**src/rtl/bin_img_stream_gen.sv**
```systemverilog
// Binary video stream source: emits complete vsync/href/bit frames with programmable
// blanking and a per-frame latched 1-bit pattern (zero, checkerboard, rectangle, LFSR).
module bin_img_stream_gen #(
  parameter logic [10:0] IMG_HDISP = 11'd1280,
  parameter logic [10:0] IMG_VDISP = 11'd720,
  parameter int          H_BLANK   = 16,
  parameter int          V_FRONT   = 4,
  parameter int          V_BACK    = 4,
  parameter int          FRAME_GAP = 8
) (
  input  logic        clk,
  input  logic        rst,
  input  logic        enable,
  input  logic [1:0]  pattern_sel,
  input  logic [10:0] box_x0,
  input  logic [10:0] box_x1,
  input  logic [10:0] box_y0,
  input  logic [10:0] box_y1,
  output logic        post_img_vsync,
  output logic        post_img_href,
  output logic        post_img_bit,
  output logic        frame_done
);

  localparam int BLK_A   = (H_BLANK > V_FRONT) ? H_BLANK : V_FRONT;
  localparam int BLK_B   = (V_BACK > FRAME_GAP) ? V_BACK : FRAME_GAP;
  localparam int BLK_MAX = (BLK_A > BLK_B) ? BLK_A : BLK_B;
  localparam int CW      = (BLK_MAX > 1) ? $clog2(BLK_MAX) : 1;

  localparam logic [CW-1:0] HB_LAST = CW'(H_BLANK - 1);
  localparam logic [CW-1:0] VF_LAST = CW'(V_FRONT - 1);
  localparam logic [CW-1:0] VB_LAST = CW'(V_BACK - 1);
  localparam logic [CW-1:0] FG_LAST = CW'(FRAME_GAP - 1);
  localparam logic [10:0]   X_LAST  = IMG_HDISP - 11'd1;
  localparam logic [10:0]   Y_LAST  = IMG_VDISP - 11'd1;
  localparam logic [15:0]   LFSR_SEED = 16'hACE1;

  typedef enum logic [2:0] {
    IDLE,
    VFRONT,
    ACTIVE,
    HBLANK,
    VBACK,
    GAP
  } state_t;

  state_t        state;
  state_t        state_nxt;
  logic [CW-1:0] cnt;
  logic [CW-1:0] cnt_nxt;
  logic [10:0]   x;
  logic [10:0]   x_nxt;
  logic [10:0]   y;
  logic [10:0]   y_nxt;
  logic          latch;

  logic [15:0]   lfsr;
  logic [1:0]    pat;
  logic [10:0]   bx0;
  logic [10:0]   bx1;
  logic [10:0]   by0;
  logic [10:0]   by1;

  logic          vsync_p1;
  logic          href_p1;
  logic          bit_p1;
  logic          done_p1;

  // Fibonacci step, taps 16,14,13,11 seen from the output end as bits 0,2,3,5.
  function automatic logic [15:0] lfsr_step(input logic [15:0] s);
    return {s[0] ^ s[2] ^ s[3] ^ s[5], s[15:1]};
  endfunction

  function automatic logic pixel_bit(
    input logic [1:0]  p,
    input logic [10:0] px,
    input logic [10:0] py,
    input logic [10:0] x0,
    input logic [10:0] x1,
    input logic [10:0] y0,
    input logic [10:0] y1,
    input logic        noise
  );
    logic b;
    b = 1'b0;
    case (p)
      2'd1:    b = px[0] ^ py[0];
      2'd2:    b = (px >= x0) && (px <= x1) && (py >= y0) && (py <= y1);
      2'd3:    b = noise;
      default: b = 1'b0;
    endcase
    return b;
  endfunction

  always_ff @(posedge clk) begin
    if (rst) begin
      state <= IDLE;
    end else begin
      state <= state_nxt;
    end
  end

  always_comb begin
    state_nxt = state;
    cnt_nxt   = cnt;
    x_nxt     = x;
    y_nxt     = y;
    latch     = 1'b0;
    case (state)
      IDLE: begin
        if (enable) begin
          latch     = 1'b1;
          state_nxt = VFRONT;
          cnt_nxt   = '0;
        end
      end
      VFRONT: begin
        if (cnt == VF_LAST) begin
          state_nxt = ACTIVE;
          cnt_nxt   = '0;
          x_nxt     = '0;
          y_nxt     = '0;
        end else begin
          cnt_nxt = cnt + CW'(1);
        end
      end
      ACTIVE: begin
        if (x == X_LAST) begin
          state_nxt = HBLANK;
          cnt_nxt   = '0;
        end else begin
          x_nxt = x + 11'd1;
        end
      end
      HBLANK: begin
        if (cnt == HB_LAST) begin
          cnt_nxt = '0;
          if (y == Y_LAST) begin
            state_nxt = VBACK;
          end else begin
            state_nxt = ACTIVE;
            x_nxt     = '0;
            y_nxt     = y + 11'd1;
          end
        end else begin
          cnt_nxt = cnt + CW'(1);
        end
      end
      VBACK: begin
        if (cnt == VB_LAST) begin
          state_nxt = GAP;
          cnt_nxt   = '0;
        end else begin
          cnt_nxt = cnt + CW'(1);
        end
      end
      GAP: begin
        if (cnt == FG_LAST) begin
          cnt_nxt = '0;
          if (enable) begin
            latch     = 1'b1;
            state_nxt = VFRONT;
          end else begin
            state_nxt = IDLE;
          end
        end else begin
          cnt_nxt = cnt + CW'(1);
        end
      end
      default: begin
        state_nxt = IDLE;
        cnt_nxt   = '0;
      end
    endcase
  end

  // Stage p1: outputs are registered from the next state so they line up with it.
  always_ff @(posedge clk) begin
    if (rst) begin
      cnt      <= '0;
      x        <= '0;
      y        <= '0;
      lfsr     <= LFSR_SEED;
      pat      <= '0;
      bx0      <= '0;
      bx1      <= '0;
      by0      <= '0;
      by1      <= '0;
      vsync_p1 <= 1'b0;
      href_p1  <= 1'b0;
      bit_p1   <= 1'b0;
      done_p1  <= 1'b0;
    end else begin
      cnt <= cnt_nxt;
      x   <= x_nxt;
      y   <= y_nxt;
      if (latch) begin
        pat  <= pattern_sel;
        bx0  <= box_x0;
        bx1  <= box_x1;
        by0  <= box_y0;
        by1  <= box_y1;
        lfsr <= LFSR_SEED;
      end else if (state_nxt == ACTIVE) begin
        // lfsr[0] is this pixel's noise bit; the register then moves to the next one.
        lfsr <= lfsr_step(lfsr);
      end
      vsync_p1 <= (state_nxt == VFRONT) || (state_nxt == ACTIVE) ||
                  (state_nxt == HBLANK) || (state_nxt == VBACK);
      href_p1  <= (state_nxt == ACTIVE);
      bit_p1   <= (state_nxt == ACTIVE) ?
                  pixel_bit(pat, x_nxt, y_nxt, bx0, bx1, by0, by1, lfsr[0]) : 1'b0;
      done_p1  <= (state_nxt == GAP) && (state != GAP);
    end
  end

  assign post_img_vsync = vsync_p1;
  assign post_img_href  = href_p1;
  assign post_img_bit   = bit_p1;
  assign frame_done     = done_p1;

endmodule

```
**config.mk**
```make
export PLATFORM = sky130hd
export DESIGN_NAME = bin_img_stream_gen
export DESIGN_NICKNAME = d
export VERILOG_FILES = /design/src/rtl/bin_img_stream_gen.sv
export SDC_FILE = /design/constraint.sdc
export NUM_CORES = 1
export LEC_CHECK = 0
export ABC_AREA = 1
export CORE_MARGIN = 10
export CORE_UTILIZATION = 52
export DETAILED_ROUTE_END_ITERATION = 8
export PLACE_DENSITY = 0.77
export RECOVER_POWER = 25
export REMOVE_ABC_BUFFERS = 1
export SYNTH_ARGS = -nofsm -noshare
export SYNTH_HDL_FRONTEND = slang
export SYNTH_SLANG_ARGS = --single-unit
export TNS_END_PERCENT = 20
```
**constraint.sdc**
```tcl
create_clock -name clk -period 2.5 [get_ports clk]
set_clock_uncertainty 0.15 [all_clocks]
set_input_delay 0.5 -clock clk [delete_from_list [all_inputs] [get_ports clk]]
set_output_delay 0.5 -clock clk [all_outputs]
set_load 0.005 [all_outputs]
```
* After elaboration in Yosys (flattened, before gate mapping)
Cells that the tools add are included.
** Word-level totals
- Register bits :: 95
- Bits in latches :: 0
- Bits in writable memories :: 0
- ROM bits :: 0
- Input port bits :: 49
- Output and inout port bits :: 4
- Word-level logic and storage cells :: 87
- Memories :: 0
** Operators by class
- $add $sub $neg :: 3
- Multiply operators :: 0
- Div/mod/pow operators :: 0
- Order comparisons :: 4
- Equal/unequal tests :: 21
- Shift operators :: 0
- Muxes and demuxes :: 28
- Bitwise operators :: 5
- Reduce and logical (&&, ||, !) cells :: 12
** Operators by type and width (number)
- 2-to-1 mux 11 bit :: 7
- case mux 11 bit (3 select lines) :: 1
- adder 11 x 1 -> 11 bit, second input constant :: 2
- >= comparator 11 bit :: 2
- less-or-equal comparator 11 bit :: 2
- case mux 11 bit (2 select lines) :: 1
- 2-to-1 mux 3 bit :: 7
- 2-to-1 mux 4 bit :: 5
- case mux 4 bit (5 select lines) :: 1
- case mux 3 bit (6 select lines) :: 1
- == test 3 x 2 -> 1 bit, second input constant :: 4
- == test 3 bit, second input constant :: 4
- == test 11 x 10 -> 1 bit, second input constant :: 1
- == test 11 bit, second input constant :: 1
- == test 3 x 1 -> 1 bit, second input constant :: 2
- OR reduction 2 bit :: 3
- adder 4 x 1 -> 4 bit, second input constant :: 1
- == test 2 bit, second input constant :: 2
- == test 4 x 2 -> 1 bit, second input constant :: 1
- == test 4 x 3 -> 1 bit, second input constant :: 1
- == test 4 bit, second input constant :: 1
- logical AND 1 bit :: 4
- != test 2 bit, second input constant :: 2
- XOR 1 bit :: 4
- 9 further kinds :: 13

* Logic depth before layout (Yosys ltp)
Gate-level depths: netlist of the first run.
- Word-level depth :: 9
- Gate-level depth with buffers :: 25
- Mapped depth without buffers :: 24

* Least setup slack after synthesis of the first run
OpenSTA, ideal clock, no wires.
- Path kind :: reg2reg
- Start :: register cnt[0]
- End :: register bit_p1, in the netlist post_img_bit
- Setup time :: 0.064 ns
- Arrival :: 2.432 ns
- Required time :: 2.286 ns
- Slack :: -0.146 ns
- Cell stages (with the launch flop) :: 25
- Buffers on the path :: 1
- Clock period less this slack :: 2.646 ns
- Cell sequence :: dfxtp_1 > ha_1 > nand3_1 > clkinv_1 > nand2_1 > nand2_2 > inv_2 > nor2_4 > nand2_2 > buf_4 > o21ai_1 > nand2_1 > ha_1 > nand2_1 > inv_1 > nand2_1 > nand2_1 > nand2_1 > nand2_1 > nand2_1 > a21oi_1 > nand4_1 > nand2_1 > nand2_1 > nor2_1
** Between the ends
- Cells in the longest elaborated chain, start to end :: 8
- Elaborated cells between the ends (all ways) :: 26
- Those cells by class :: order compare: 4; eq/ne: 4; mux: 12; bitwise: 2; reduce/logical: 4
** Ends and longest elaborated chain
- start: declaration :: RTL line 49 : logic [CW-1:0] cnt;
- start signal: assignment :: RTL line 194 : cnt <= cnt_nxt;
- == test 4 bit or == test 4 x 2 -> 1 bit (tied branches) :: RTL line 136, 118
- 2-to-1 mux 11 bit, on equally long branches :: RTL line 136, 118
- case mux 11 bit (3 select lines) * :: RTL line 109 : case (state)
- net x_nxt[2] :: RTL line 52 : logic [10:0] x_nxt;
- >= comparator 11 bit or less-or-equal comparator 11 bit (tied branches) :: RTL line 88 : 2'd2: b = (px >= x0) && (px <= x1) && (py >= y0) && (py <= y1);
- logical AND 1 bit * (3 in a row) :: RTL line 88
- case mux 1 bit (3 select lines) * :: RTL line 86 : case (p)
- end signal: assignment :: RTL line 211 : bit_p1 <= (state_nxt == ACTIVE) ?
- end: declaration :: RTL line 66 : logic bit_p1;
Mark *: on every way through the listed nets, which the timed path passes. The rest lies on a longest branch.
A chain may end at the register's enable or synchronous reset.

* Worst setup path in the final report of the first run
- Start :: register y[1]
- End :: register bit_p1, in the netlist post_img_bit
** Between the ends
- Elaborated cells between the ends (all ways) :: 24
- Those cells by class :: add/sub: 1; order compare: 4; eq/ne: 2; mux: 11; bitwise: 2; reduce/logical: 4
** RTL lines
- start: declaration :: RTL line 53 : logic [10:0] y;
- start signal: assignment :: RTL line 196 : y <= y_nxt;
- adder 11 x 1 -> 11 bit or == test 11 x 10 -> 1 bit (tied branches) :: RTL line 143, 138
- 2-to-1 mux 11 bit * :: RTL line 138 : if (y == Y_LAST) begin
- 2-to-1 mux 11 bit * :: RTL line 136 : if (cnt == HB_LAST) begin
- case mux 11 bit (2 select lines) * :: RTL line 109
- net y_nxt[10] :: RTL line 54 : logic [10:0] y_nxt;
- >= comparator 11 bit :: RTL line 88
- logical AND 1 bit :: RTL line 88
- logical AND 1 bit * :: RTL line 88
- case mux 1 bit (3 select lines) * :: RTL line 86
Marks and branches as above.

==> impl_metrics.json, run 1 <==
{
  "start_util": 0.533,
  "ys_ff_latch": 95,
  "cp.required_ns": 2.70,
  "rows": 36,
  "numCtsBuffers": 9,
  "portBuffers": 52,
  "core_mm2": 0.00977,
  "totalPowerFinal_uw": 3260,
  "p_sw_frac": 0.289,
  "track_usage": 0.184,
  "cp-end-kind": "flip-flop",
  "io_pins": 53,
  "cp-start-kind": "flip-flop",
  "synthCells": 740,
  "synth_warnings": 0,
  "crit_start": "y[1]$_SDFF_PP0_",
  "r2r_slack_ns": -0.38,
  "grt_pass1_wl_mm": 22.1,
  "synth_edf_count": 0,
  "grt_max_degree": 54,
  "highest_layer": "met4",
  "max_freq_ghz": 0.348,
  "relSlewSlack": 0.505,
  "clk_pin_slew_ns": 0.11,
  "setup_ws_ns": -0.377,
  "violations": "negative setup slack",
  "grt_pass1_vias": 5036,
  "cellLeakagePower_uw": 0.00326,
  "drive_above_1_share": 0.233,
  "vias": 5206,
  "worst_slew_pin_slew_ns": 0.736,
  "drt-total-wl_mm": 13.9,
  "hpwlAfterDp_mm": 10.2,
  "hold_class": "flip-flop to flip-flop",
  "hold_violations": 0,
  "final-setup-viol-count": 1,
  "routed-wl-met2_mm": 6.89,
  "pwr-share-comb": 0.171,
  "mostFrequentLayoutCell": "nand2_1",
  "seq_area_frac_synth": 0.365,
  "diodes": 0,
  "viasPerCell": 5.15,
  "status": "complete, but fails checks",
  "period_minus_slack_ns": 2.88,
  "routabilityCongestion": 0.911,
  "p_sw_uw": 942,
  "cts_max_path_buffers": 2,
  "final_cell_mix": "nand2_1, inv_1, dfxtp_1, buf_4, a21oi_1",
  "utilization": 0.722,
  "drt-met1-wl_mm": 6.04,
  "drc": 0,
  "dp_slack_ns": -0.542,
  "drt-initial-drc-count": 323,
  "powerDensity_mw_per_mm2": 461,
  "finalMaxSlewViolations": 0,
  "fin_nets": 968,
  "rsz0062_at_grt": "yes",
  "die_y_um": 120,
  "clk_latency_ns": 0.40,
  "cts-root-buf": "clkbuf_8",
  "critPathMaxFanout": 3,
  "endpoint": "post_img_bit$_SDFF_PP0_",
  "synthesis.area_mm2": 0.00521,
  "async_flop_share": 0,
  "syn_area_per_cell_um2": 7.04,
  "r2r_end": "post_img_bit$_SDFF_PP0_",
  "die_w_um": 120,
  "critical_path_arrival_ns": 3.08,
  "cts_max_level": 3,
  "peakVddDrop_uv": 484,
  "ys_types": 38,
  "reg2reg_from": "y[1]$_SDFF_PP0_",
  "p_seq_frac": 0.499,
  "ant_nets": 0,
  "wl_met3_um": 699,
  "firstDrtPassIters": 5,
  "dieArea_mm2": 0.0144,
  "cts_tree": "done",
  "whs_ns": 0.312,
  "pwr-share-clk": 0.330,
  "rr_worst_depth": 18,
  "area_growth_pct": 35.5,
  "fin_crit_sh": 1.15,
  "p_int_uw": 2310,
  "cts.sinks": 95,
  "maxCapViolCount": 0,
  "synth_flop_cell": "dfxtp_1",
  "wl_per_cell_um": 13.7,
  "overflow": 0,
  "antenna_found_initial": 0,
  "critical_path_class": "flip-flop to flip-flop"
}
==> routing by layer <==
metal | up-vias | track usage
met2 | 124 | 0.321
met5 | - | 0
met3 | 24 | 0.0516
li1 | 2670 | -
met4 | 0 | 0.0588
met1 | 2388 | 0.213
==> cell usage after synthesis (2+ instances only) <==
| cell | instances | area, µm² |
|---|---|---|
| o21ai_0 | 71 | 355 |
| nand2_1 | 157 | 589 |
| buf_4 | 2 | 15.0 |
| xor2_1 | 3 | 26.3 |
| a21o_1 | 2 | 15.0 |
| clkbuf_1 | 15 | 56.3 |
| xnor2_1 | 2 | 17.5 |
| a21oi_1 | 81 | 405 |
| nand3_2 | 2 | 20.0 |
| nor3_1 | 12 | 60.1 |
| inv_1 | 101 | 379 |
| inv_2 | 8 | 30.0 |
| dfxtp_1 | 95 | 1900 |
| nand2_2 | 6 | 37.5 |
| nand3_1 | 31 | 155 |
| buf_2 | 3 | 15.0 |
| nand2_4 | 3 | 33.8 |
| nor2_1 | 63 | 236 |
| o21a_1 | 3 | 22.5 |
| o21bai_1 | 2 | 15.0 |
| ha_1 | 47 | 588 |
| nand4_1 | 11 | 68.8 |
| o211ai_1 | 4 | 30.0 |
| nand3b_1 | 2 | 15.0 |
==> registers in the layout, indices dropped and copies added (netlist names) <==
name            cells
bx0                11
bx1                11
by0                11
by1                11
cnt                 4
frame_done          1
lfsr               16
pat                 2
post_img_bit        1
post_img_href       1
post_img_vsync      1
state               3
x                  11
y                  11
==> worst min path at each step <==
stage                          from                   end  slack, ns  cells past startpoint
5_1_grt         bx0[8]$_SDFFE_PP0P_   bx0[8]$_SDFFE_PP0P_       0.34                      2
4_1_cts         bx0[8]$_SDFFE_PP0P_   bx0[8]$_SDFFE_PP0P_       0.32                      2
2_1_floorplan  lfsr[1]$_SDFFE_PP0P_  lfsr[0]$_SDFFE_PP1P_       0.28                      2
3_5_place_dp   lfsr[7]$_SDFFE_PP1P_  lfsr[6]$_SDFFE_PP1P_       0.30                      2
3_3_place_gp   lfsr[6]$_SDFFE_PP1P_  lfsr[5]$_SDFFE_PP1P_       0.29                      2
6_report        bx0[8]$_SDFFE_PP0P_   bx0[8]$_SDFFE_PP0P_       0.31                      2
==> per-stage QoR <==
step	instances	instance area, µm²	TNS, ns
after floorplan	720	5120	-0.166
after global placement	986	6420	-0.475
after detailed placement	986	6420	-0.542
after CTS	1003	6720	-0.254
after global routing	1010	7060	-0.511
final	1010	7060	-0.377
==> timing repair <==
action,4_1_cts,5_1_grt
hold endpoints to repair,0,0
gates resized for setup,25,76
gates cloned,0,0
endpoints found under the setup margin,1,1
pin swaps,3,44
hold buffers,0,0
buffers inserted,1,7
==> area by class of cell <==
type	count	area, µm²
Clock buffer	10	128
Tap cell	133	166
Inverter	111	424
Clock inverter	6	75.1
Fill cell	755	2720
Sequential cell	95	1910
Multi-Input combinational cell	514	3160
Timing Repair Buffer	141	1190
==> logic make-up (layout without fill, tap and decap cells) <==
logic type      after synthesis  after routing  share of synthesized area
fa+ha+maj                    47             47                      0.113
flops                        95             95                      0.365
buf+inv                     131            268                     0.0970
xor+xnor                      5              5                    0.00841
compound gates              167            167                      0.167
simple gates                295            295                      0.249
==> worst max-delay path, stage by stage (launching register included) <==
cell	delay [ns]
dfxtp_2	0.37
ha_4	0.16
inv_4	0.04
nor2_4	0.16
nand2_2	0.09
nor3_2	0.23
nand2_1	0.13
o21a_1	0.21
o21ai_2	0.16
nand2_2	0.12
ha_4	0.31
nand2_4	0.06
nor2_4	0.10
nand3_2	0.08
nand4_1	0.14
nand4_1	0.11
nand2_1	0.08
nand2_1	0.04
nor2_1	0.09
==> power by group through the flow <==
| stage | Clock (µW) | Combinational, µW | Sequential (µW) |
|---|---|---|---|
| 3_5_place_dp | 0 | 504 | 1660 |
| 6_report | 1080 | 556 | 1630 |
| 5_1_grt | 1160 | 625 | 1630 |
| 3_3_place_gp | 0 | 481 | 1660 |
| 2_1_floorplan | 0 | 295 | 1650 |
| 4_1_cts | 1090 | 513 | 1630 |
Note: power is estimated with default switching activity, not from simulation.
==> inputs of run 2 (changes only) <==
--- a/config.mk
+++ b/config.mk
@@ -8,7 +8,9 @@
 export ABC_AREA = 1
 export CORE_MARGIN = 10
 export CORE_UTILIZATION = 52
+export CTS_CLUSTER_DIAMETER = 80
 export DETAILED_ROUTE_END_ITERATION = 8
+export GPL_TIMING_DRIVEN = 0
 export PLACE_DENSITY = 0.77
 export RECOVER_POWER = 25
 export REMOVE_ABC_BUFFERS = 1
==> run 2 against run 1 <==
Net effect:
- critical path type unchanged
- fmax fell by 1.7%
- critical path depth rose by 2
- cell count fell by 7.3%
- the flow still finishes with violations (negative setup slack)
- sequential share of layout area rose by 2.9 points
==> impl_metrics.json, run 2 (synthesis results as in run 1) <==
{
  "routabilityCongestion": 0.899,
  "worst_slew_pin_slew_ns": 0.822,
  "die_y_um": 120,
  "powerDensity_mw_per_mm2": 479,
  "fin_crit_sh": 1.17,
  "final-setup-viol-count": 1,
  "start_util": 0.533,
  "cts_hold_buf": 0,
  "maxCapViolCount": 0,
  "r2r_slack_ns": -0.43,
  "cts_tree": "done",
  "max_freq_ghz": 0.342,
  "cts.sinks": 95,
  "rows": 36,
  "cts_max_path_buffers": 2,
  "r2r_end": "post_img_bit$_SDFF_PP0_",
  "core_mm2": 0.00977,
  "overflow": 0,
  "vias": 4820,
  "portBuffers": 52,
  "cp-start-kind": "flip-flop",
  "wl_per_cell_um": 13.4,
  "totalPowerFinal_uw": 3070,
  "antenna_found_initial": 0,
  "track_usage": 0.174,
  "critical_path_arrival_ns": 3.08,
  "clk_pin_slew_ns": 0.09,
  "die_w_um": 120,
  "io_pins": 53,
  "numCtsBuffers": 9,
  "rsz0062_at_grt": "yes",
  "cp-end-kind": "flip-flop",
  "mostFrequentLayoutCell": "nand2_1",
  "drt-total-wl_mm": 12.5,
  "hold_start": "by1[4]$_SDFFE_PP0P_",
  "finalMaxSlewViolations": 0,
  "whs_path_depth": 2,
  "reg2reg_from": "y[10]$_SDFF_PP0_",
  "regMostFlops": "lfsr",
  "ant_nets": 0,
  "seqCellArea_mm2": 0.00192,
  "status": "complete, but fails checks",
  "hold_violations": 0,
  "final_cell_count_no_fill": 936,
  "hpwlAfterDp_mm": 8.74,
  "utilization": 0.655,
  "cts-root-buf": "clkbuf_8",
  "rr_worst_depth": 20,
  "critPathMaxFanout": 5,
  "critical_path_class": "flip-flop to flip-flop",
  "firstDrtPassIters": 4,
  "largest_reg_flops": 16,
  "grt_pass1_vias": 4753,
  "multi_input_area_mm2": 0.00307,
  "clk_latency_ns": 0.37,
  "cts_max_level": 3,
  "area_growth_pct": 23.0,
  "grt_max_degree": 89,
  "dieArea_mm2": 0.0144,
  "diodes": 0,
  "fin_nets": 894,
  "drt-initial-drc-count": 267,
  "n_fill_cell": 855,
  "grt_pass1_wl_mm": 21.3,
  "drive_above_1_share": 0.137,
  "violations": "negative setup slack",
  "setup_ws_ns": -0.426,
  "hold_class": "flip-flop to flip-flop",
  "drc": 0,
  "cp.required_ns": 2.65,
  "hold_path_end": "by1[4]$_SDFFE_PP0P_",
  "cellLeakagePower_uw": 0.00289,
  "viasPerCell": 5.15,
  "peakVddDrop_uv": 346,
  "relSlewSlack": 0.452,
  "final_cell_mix": "nand2_1, inv_1, dfxtp_1",
  "dp.cells": 905,
  "crit_start": "y[10]$_SDFF_PP0_",
  "period_minus_slack_ns": 2.93
}
## run 2: cell types whose count changed in the layout (fill, tap and decap cells not counted), moves of 3 or more
cell and delta:
a21oi_1 +3, nand2_1 +8, nand2_2 -7, o21ai_1 -3, o21ai_0 +4, nand3_1 +6
a21oi_2 -3, ha_4 -3, ha_1 +3, nand3_2 -6, buf_4 -77, dfxtp_1 -4
## run 2: cell type report
type	count	share of cell area
Multi-Input combinational cell	515	0.479
Sequential cell	95	0.300
Timing Repair Buffer	65	0.0992
Inverter	111	0.0672
Tap cell	133	0.0260
Clock buffer	11	0.0205
Clock inverter	5	0.00664
Timing Repair inverter	1	0.00117
## run 2: worst max path at each step
stage                                    endpoint  slack [ns]  depth (start not counted)
after global routing      post_img_bit$_SDFF_PP0_       -0.64                         20
after detailed placement      bx0[1]$_SDFFE_PP0P_       -1.14                          4
after floorplan           post_img_bit$_SDFF_PP0_       -0.17                         23
after CTS                 post_img_bit$_SDFF_PP0_       -0.34                         24
final                     post_img_bit$_SDFF_PP0_       -0.43                         20
after global placement        bx0[1]$_SDFFE_PP0P_       -0.99                          4
## run 2: worst max-delay path, stage by stage (launching register included)
cell and delay (ns):
dfxtp_1 0.36, nor3_1 0.37, nand3_4 0.15, nand2_2 0.13, inv_1 0.07, nand2_1 0.09
o21ai_0 0.11, o21ai_1 0.18, inv_1 0.12, ha_1 0.30, nand2_1 0.07, nand2_1 0.05
nand3_1 0.06, nand2_1 0.09, nand2_1 0.08, nand3_1 0.07, nand2_1 0.10, nand4_1 0.10
nand2_1 0.07, nand2_1 0.04, nor2_1 0.10
## run 2: routing by layer
| layer | global-route usage | wire length, µm | up-vias |
|---|---|---|---|
| met1 | 0.215 | 5760 | 2186 |
| met5 | 0 | 0 | - |
| met2 | 0.293 | 5960 | 97 |
| met3 | 0.0366 | 553 | 16 |
| met4 | 0.0588 | 248 | 0 |
| li1 | - | - | 2521 |
## run 2: power by group
| part | switching [µW] | total [µW] | internal [µW] |
|---|---|---|---|
| Clock | 564 | 938 | 374 |
| Sequential | 28.8 | 1620 | 1600 |
| Combinational | 300 | 509 | 209 |
## run 2: timing repair
action,in CTS,in global routing
setup buffers,12,1
gates cloned,2,0
resized for setup,54,32
pin swaps,13,7
setup endpoints to repair,59,47
## run 2: stage by stage
stage	cell area, µm²	setup WS (ns)	hold slack [ns]	TNS (ns)
floorplan	5120	-0.166	0.279	-0.166
global placement	5810	-0.993	0.288	-53.47
detailed placement	5810	-1.14	0.294	-61.22
CTS	6290	-0.335	0.320	-0.335
global route	6400	-0.638	0.337	-0.638
finish	6400	-0.426	0.314	-0.426
==> RTL edit 1: new RTL, settings of run 2 <==
Put one more register stage on the output `post_img_vsync`. The value now appears one clock later. The other outputs are not delayed to match.
--- a/src/rtl/bin_img_stream_gen.sv
+++ b/src/rtl/bin_img_stream_gen.sv
@@ -214,7 +214,9 @@
     end
   end
 
-  assign post_img_vsync = vsync_p1;
+  always_ff @(posedge clk) begin
+    post_img_vsync <= vsync_p1;
+  end
   assign post_img_href  = href_p1;
   assign post_img_bit   = bit_p1;
   assign frame_done     = done_p1;
Formal check against the unedited RTL: not equivalent (Yosys sat finds a counterexample within 4 cycles, from zero or initial values and one cycle with rst high).
==> RTL edit 1 against run 2 <==
Largest power group unchanged; synthesized area is 0.38% higher; cell area grew 0.27%; global-route usage rose by 0.84 points; sequential cell count up 1; final cell count rose by 0.43%; power up 4.6%; via count is 2.0% higher; sequential share of layout area is 0.21 points higher; highest routed layer unchanged; worst setup slack better by 0.030 ns; routed wire length up 5.1%; the flow still finishes with violations (negative setup slack); largest cell class unchanged; critical path type unchanged.
==> RTL edit 1: results (changes against run 2) <==
Outcome
  – Status: finished with violations
  – Failing checks: negative setup slack

Logic synthesis
  – Top cells by area, synth: dfxtp_1, nand2_1, ha_1
  – Sequential share of the synthesized area: 0.3676 (+0.002431)
  – Post-Synthesis Cells: 741 (+0.14%)

Critical path
  – CP max-delay cell: dfxtp_1
  – Critical path arrival: 3.06 ns (-0.02 ns)
  – Slowest cell delay on critical path: 0.39 ns (+0.02 ns)

STA
  – Endpoints failing setup: 1 (unchanged)
  – TNS Setup: -0.3968 ns (+0.02951 ns)
  – Slack of the critical path: -0.3968 ns (+0.02951 ns)
  – Slew HR: 0.4889 (+0.03672)

Placed design
  – Post-Place Cells: 906 (+0.11%)
  – Detailed Place HPWL: 9089 um (+4.0%)
  – Dpl ws: -1.103 ns (+0.03206 ns)
  – Routability cong.: 0.9707 (+7.9%)

Drt
  – Drt total wl: 13160 um (+5.1%)
  – Number of DRC markers in iteration 0: 245 (-8.2%)
  – Routed vias: 4917 (+2.0%)

Global routing
  – GR Util All Layers: 0.1819 (+0.008402)
  – First-pass GRT wire length: 22010 um (+3.5%)
  – Vias in the first global route: 4834 (+1.7%)

Power
  – Leakage: 2.909 nW (+0.71%)

Finish
  – Layout cells sized above 1: 0.1338 (-0.003157)
  – Fin nets: 898 (+0.45%)

Clocking
  – Clock Latency Late Sink: 0.38 ns
## RTL edit 1: area by class of cell
type / count / area (um2)
fill: 838 / 3352
sequential: 96 / 1942
tap: 133 / 166.4
timing repair buffer: 68 / 645.6
inverter: 111 / 429.2
multi-input combinational: 515 / 3032
clock inverter: 7 / 76.32
clock buffer: 9 / 123.9
timing repair inverter: 1 / 7.507
## RTL edit 1: kinds of logic after synthesis
logic type	Yosys count	synth area share
AND/OR/NAND/NOR	295	0.2482
AO/OA/AOI/OAI	167	0.1668
buffers and inverters	131	0.09667
flip-flops	96	0.3676
adder cells (fa/ha/maj)	47	0.1125
XOR/XNOR	5	0.008377
## RTL edit 1: metrics by stage
| stage | util | area [um2] |
|---|---|---|
| floorplan | - | 5142 |
| global placement | 0.5964 | 5829 |
| detailed placement | 0.5964 | 5829 |
| CTS | 0.6509 | 6362 |
| global route | 0.6571 | 6422 |
| finish | 0.6571 | 6422 |
## RTL edit 1: repair_timing
item / in CTS / in global routing
gates cloned: 2 / 0
setup endpoints to repair: 59 / 1
pin swaps: 13 / 6
buffers inserted: 14 / 2
resized for setup: 64 / 12
## RTL edit 1: final timing paths
path	start	to	slack, ns	depth (start not counted)
setup / recovery	y[6]	post_img_bit	-0.40	21
hold / removal	vsync_p1	post_img_vsync	0.18	0
setup reg to reg	y[6]	post_img_bit	-0.40	21
hold reg to reg	vsync_p1	post_img_vsync	0.18	0
## RTL edit 1: power breakdown
part / switching, mW / leakage, nW / internal [mW] / total [mW]
Sequential: 0.0298 / 0.792 / 1.61 / 1.64
Clock: 0.586 / 0.0966 / 0.471 / 1.06
Combinational: 0.304 / 2.02 / 0.208 / 0.512
Total: 0.920 / 2.91 / 2.29 / 3.21
## RTL edit 1: routing by layer
layer / vias to the layer above / routed length (um) / global-route usage
met5: - / 0 / 0
met4: 0 / 273 / 0.07466
met3: 24 / 571 / 0.03443
met2: 151 / 6269 / 0.3064
met1: 2215 / 6044 / 0.2236
li1: 2527 / - / -
## RTL edit 1: worst register-to-register path, stage by stage, from the launching register on
cell	delay (ns)
dfxtp_1	0.39
nand2_1	0.13
nor2_1	0.20
nand3_4	0.12
nand2_1	0.20
inv_1	0.10
nand2_1	0.09
o21ai_0	0.08
o21ai_1	0.13
inv_1	0.10
ha_1	0.30
nand2_1	0.07
nand2_1	0.05
nand3_1	0.06
nand2_1	0.09
nand2_1	0.07
nand3_1	0.07
nand2_1	0.11
nand4_1	0.11
nand2_1	0.07
nand2_1	0.04
nor2_1	0.11
==> RTL edit 2: new RTL, flow settings as in run 2 <==
Made on the original files. `V_BACK`: 4 -> 2.
--- a/src/rtl/bin_img_stream_gen.sv
+++ b/src/rtl/bin_img_stream_gen.sv
@@ -5,7 +5,7 @@
   parameter logic [10:0] IMG_VDISP = 11'd720,
   parameter int          H_BLANK   = 16,
   parameter int          V_FRONT   = 4,
-  parameter int          V_BACK    = 4,
+  parameter int          V_BACK    = 2,
   parameter int          FRAME_GAP = 8
 ) (
   input  logic        clk,
Formal check against the unedited RTL: same outputs for any inputs over 10 cycles, from zero or initial values and one cycle with rst high; that may be too few to reach the edited logic, so the function may still have changed.
==> RTL edit 2 against run 2 <==
Cell area down 0.39%; routed wire length is 2.8% higher; sequential cell count is the same; utilization is 2.9 points lower; synthesized area increased by 2.9%; power is 0.41% higher; the run still ends with negative setup slack left; sequential share of layout area down 0.078 points; worst setup slack improved by 0.033 ns.
==> RTL edit 2: results (changes against run 2) <==
Outcome
  – Status: finished with violations
  – Failing checks: negative setup slack

Logic synthesis
  – Top cells by area, synth: dfxtp_1, ha_1, nand2_1
  – Number of distinct library cells after synthesis: 41 (+7.9%)
  – Synth Area in Adders: 0.1120 (-0.0008807)
  – Synth Area in Compound Gates: 0.1638 (-0.003600)
  – XOR/XNOR Fraction of Synth Area: 0.008168 (-0.0002394)
  – Top post-synthesis cells by count: nand2_1, inv_1, dfxtp_1

Finish
  – Fill count: 888 (+3.9%)
  – Layout cells sized above 1: 0.1189 (-0.01811)
  – Final instance area: 0.006380 mm2 (-0.39%)

Drt
  – DR pass1 iterations: 5 (+1)
  – Number of DRC markers in iteration 0: 318 (+19%)

Clocking
  – # resized after CTS: 32 (-41%)
  – Clock slew at reported path FFs: 0.09 ns (about the same)
  – Setup Fix Bufs, Post-CTS: 8 (-4)

Placed design
  – Detailed Place HPWL: 9018 um (+3.2%)
  – Dpl ws: -1.192 ns (-0.05642 ns)
  – DP Area: 0.005939 mm2 (+2.2%)
  – Routability cong.: 0.8817 (-2.0%)

STA
  – Slack of the critical path: -0.3930 ns (+0.03330 ns)
  – Endpoints failing setup: 1 (unchanged)
  – WHS: 0.3143 ns (+0.0006160 ns)
  – Slew HR: 0.4935 (+0.04128)

Global routing
  – GR Util All Layers: 0.1761 (+0.002551)
  – Initial antenna violation count: 0 (unchanged)
  – First-pass GRT wire length: 21400 um (+0.65%)
  – Vias in the first global route: 4711 (-0.88%)

Critical path
  – CP max-delay cell: dfxtp_2
  – Critical path arrival: 3.06 ns (-0.02 ns)
  – CP startpoint: cnt[0]
  – Crit Path Max Fanout: 4 (-1)

Power
  – Leakage: 2.877 nW (-0.41%)
  – Maximum VDD drop: 0.2294 mV (-34%)
-- RTL edit 2: cell count changes after synthesis, moves of 4 or more --
cell,before,now
nor2_1,63,69
o21ai_1,1,8
nand2_1,157,146
nor3_1,12,8
nand3_1,31,38
nor2_4,1,5
inv_1,101,105
a21oi_1,81,77
-- RTL edit 2: through the flow --
step,TNS (ns),std cells
after CTS,-0.4131,947
after global placement,-57.40,923
after global routing,-0.5827,952
after floorplan,-0.3518,735
final,-0.3930,952
after detailed placement,-61.80,923
-- RTL edit 2: report_power, final --
group / switching [mW] / leakage (nW) / internal [mW]
Clock: 0.511 / 0.0854 / 0.405
Sequential: 0.0317 / 0.782 / 1.60
Combinational: 0.313 / 2.01 / 0.222
-- RTL edit 2: how the worst min path moves through the flow --
stage / cells past startpoint / end / from
after floorplan: 2 / lfsr[11] / lfsr[11]
after global placement: 2 / lfsr[7] / lfsr[7]
after detailed placement: 2 / lfsr[4] / lfsr[4]
after CTS: 2 / lfsr[4] / lfsr[4]
after global routing: 2 / by0[10] / by0[10]
final: 2 / lfsr[4] / lfsr[4]
-- RTL edit 2: metal layers --
layer / track usage / part of all wire / vias to the layer above
met1: 0.2066 / 0.44 / 2248
met3: 0.03191 / 0.040 / 22
li1: - / - / 2568
met2: 0.3031 / 0.49 / 90
met4: 0.08644 / 0.027 / 0
met5: 0 / 0 / -
-- RTL edit 2: final cells by class --
type / count / area share
Sequential cell: 95 / 0.2995
Multi-Input combinational cell: 524 / 0.4789
Timing Repair Buffer: 65 / 0.09708
Clock inverter: 1 / 0.0007845
Tap cell: 136 / 0.02667
Inverter: 117 / 0.07099
Clock buffer: 13 / 0.02491
Timing Repair inverter: 1 / 0.001177
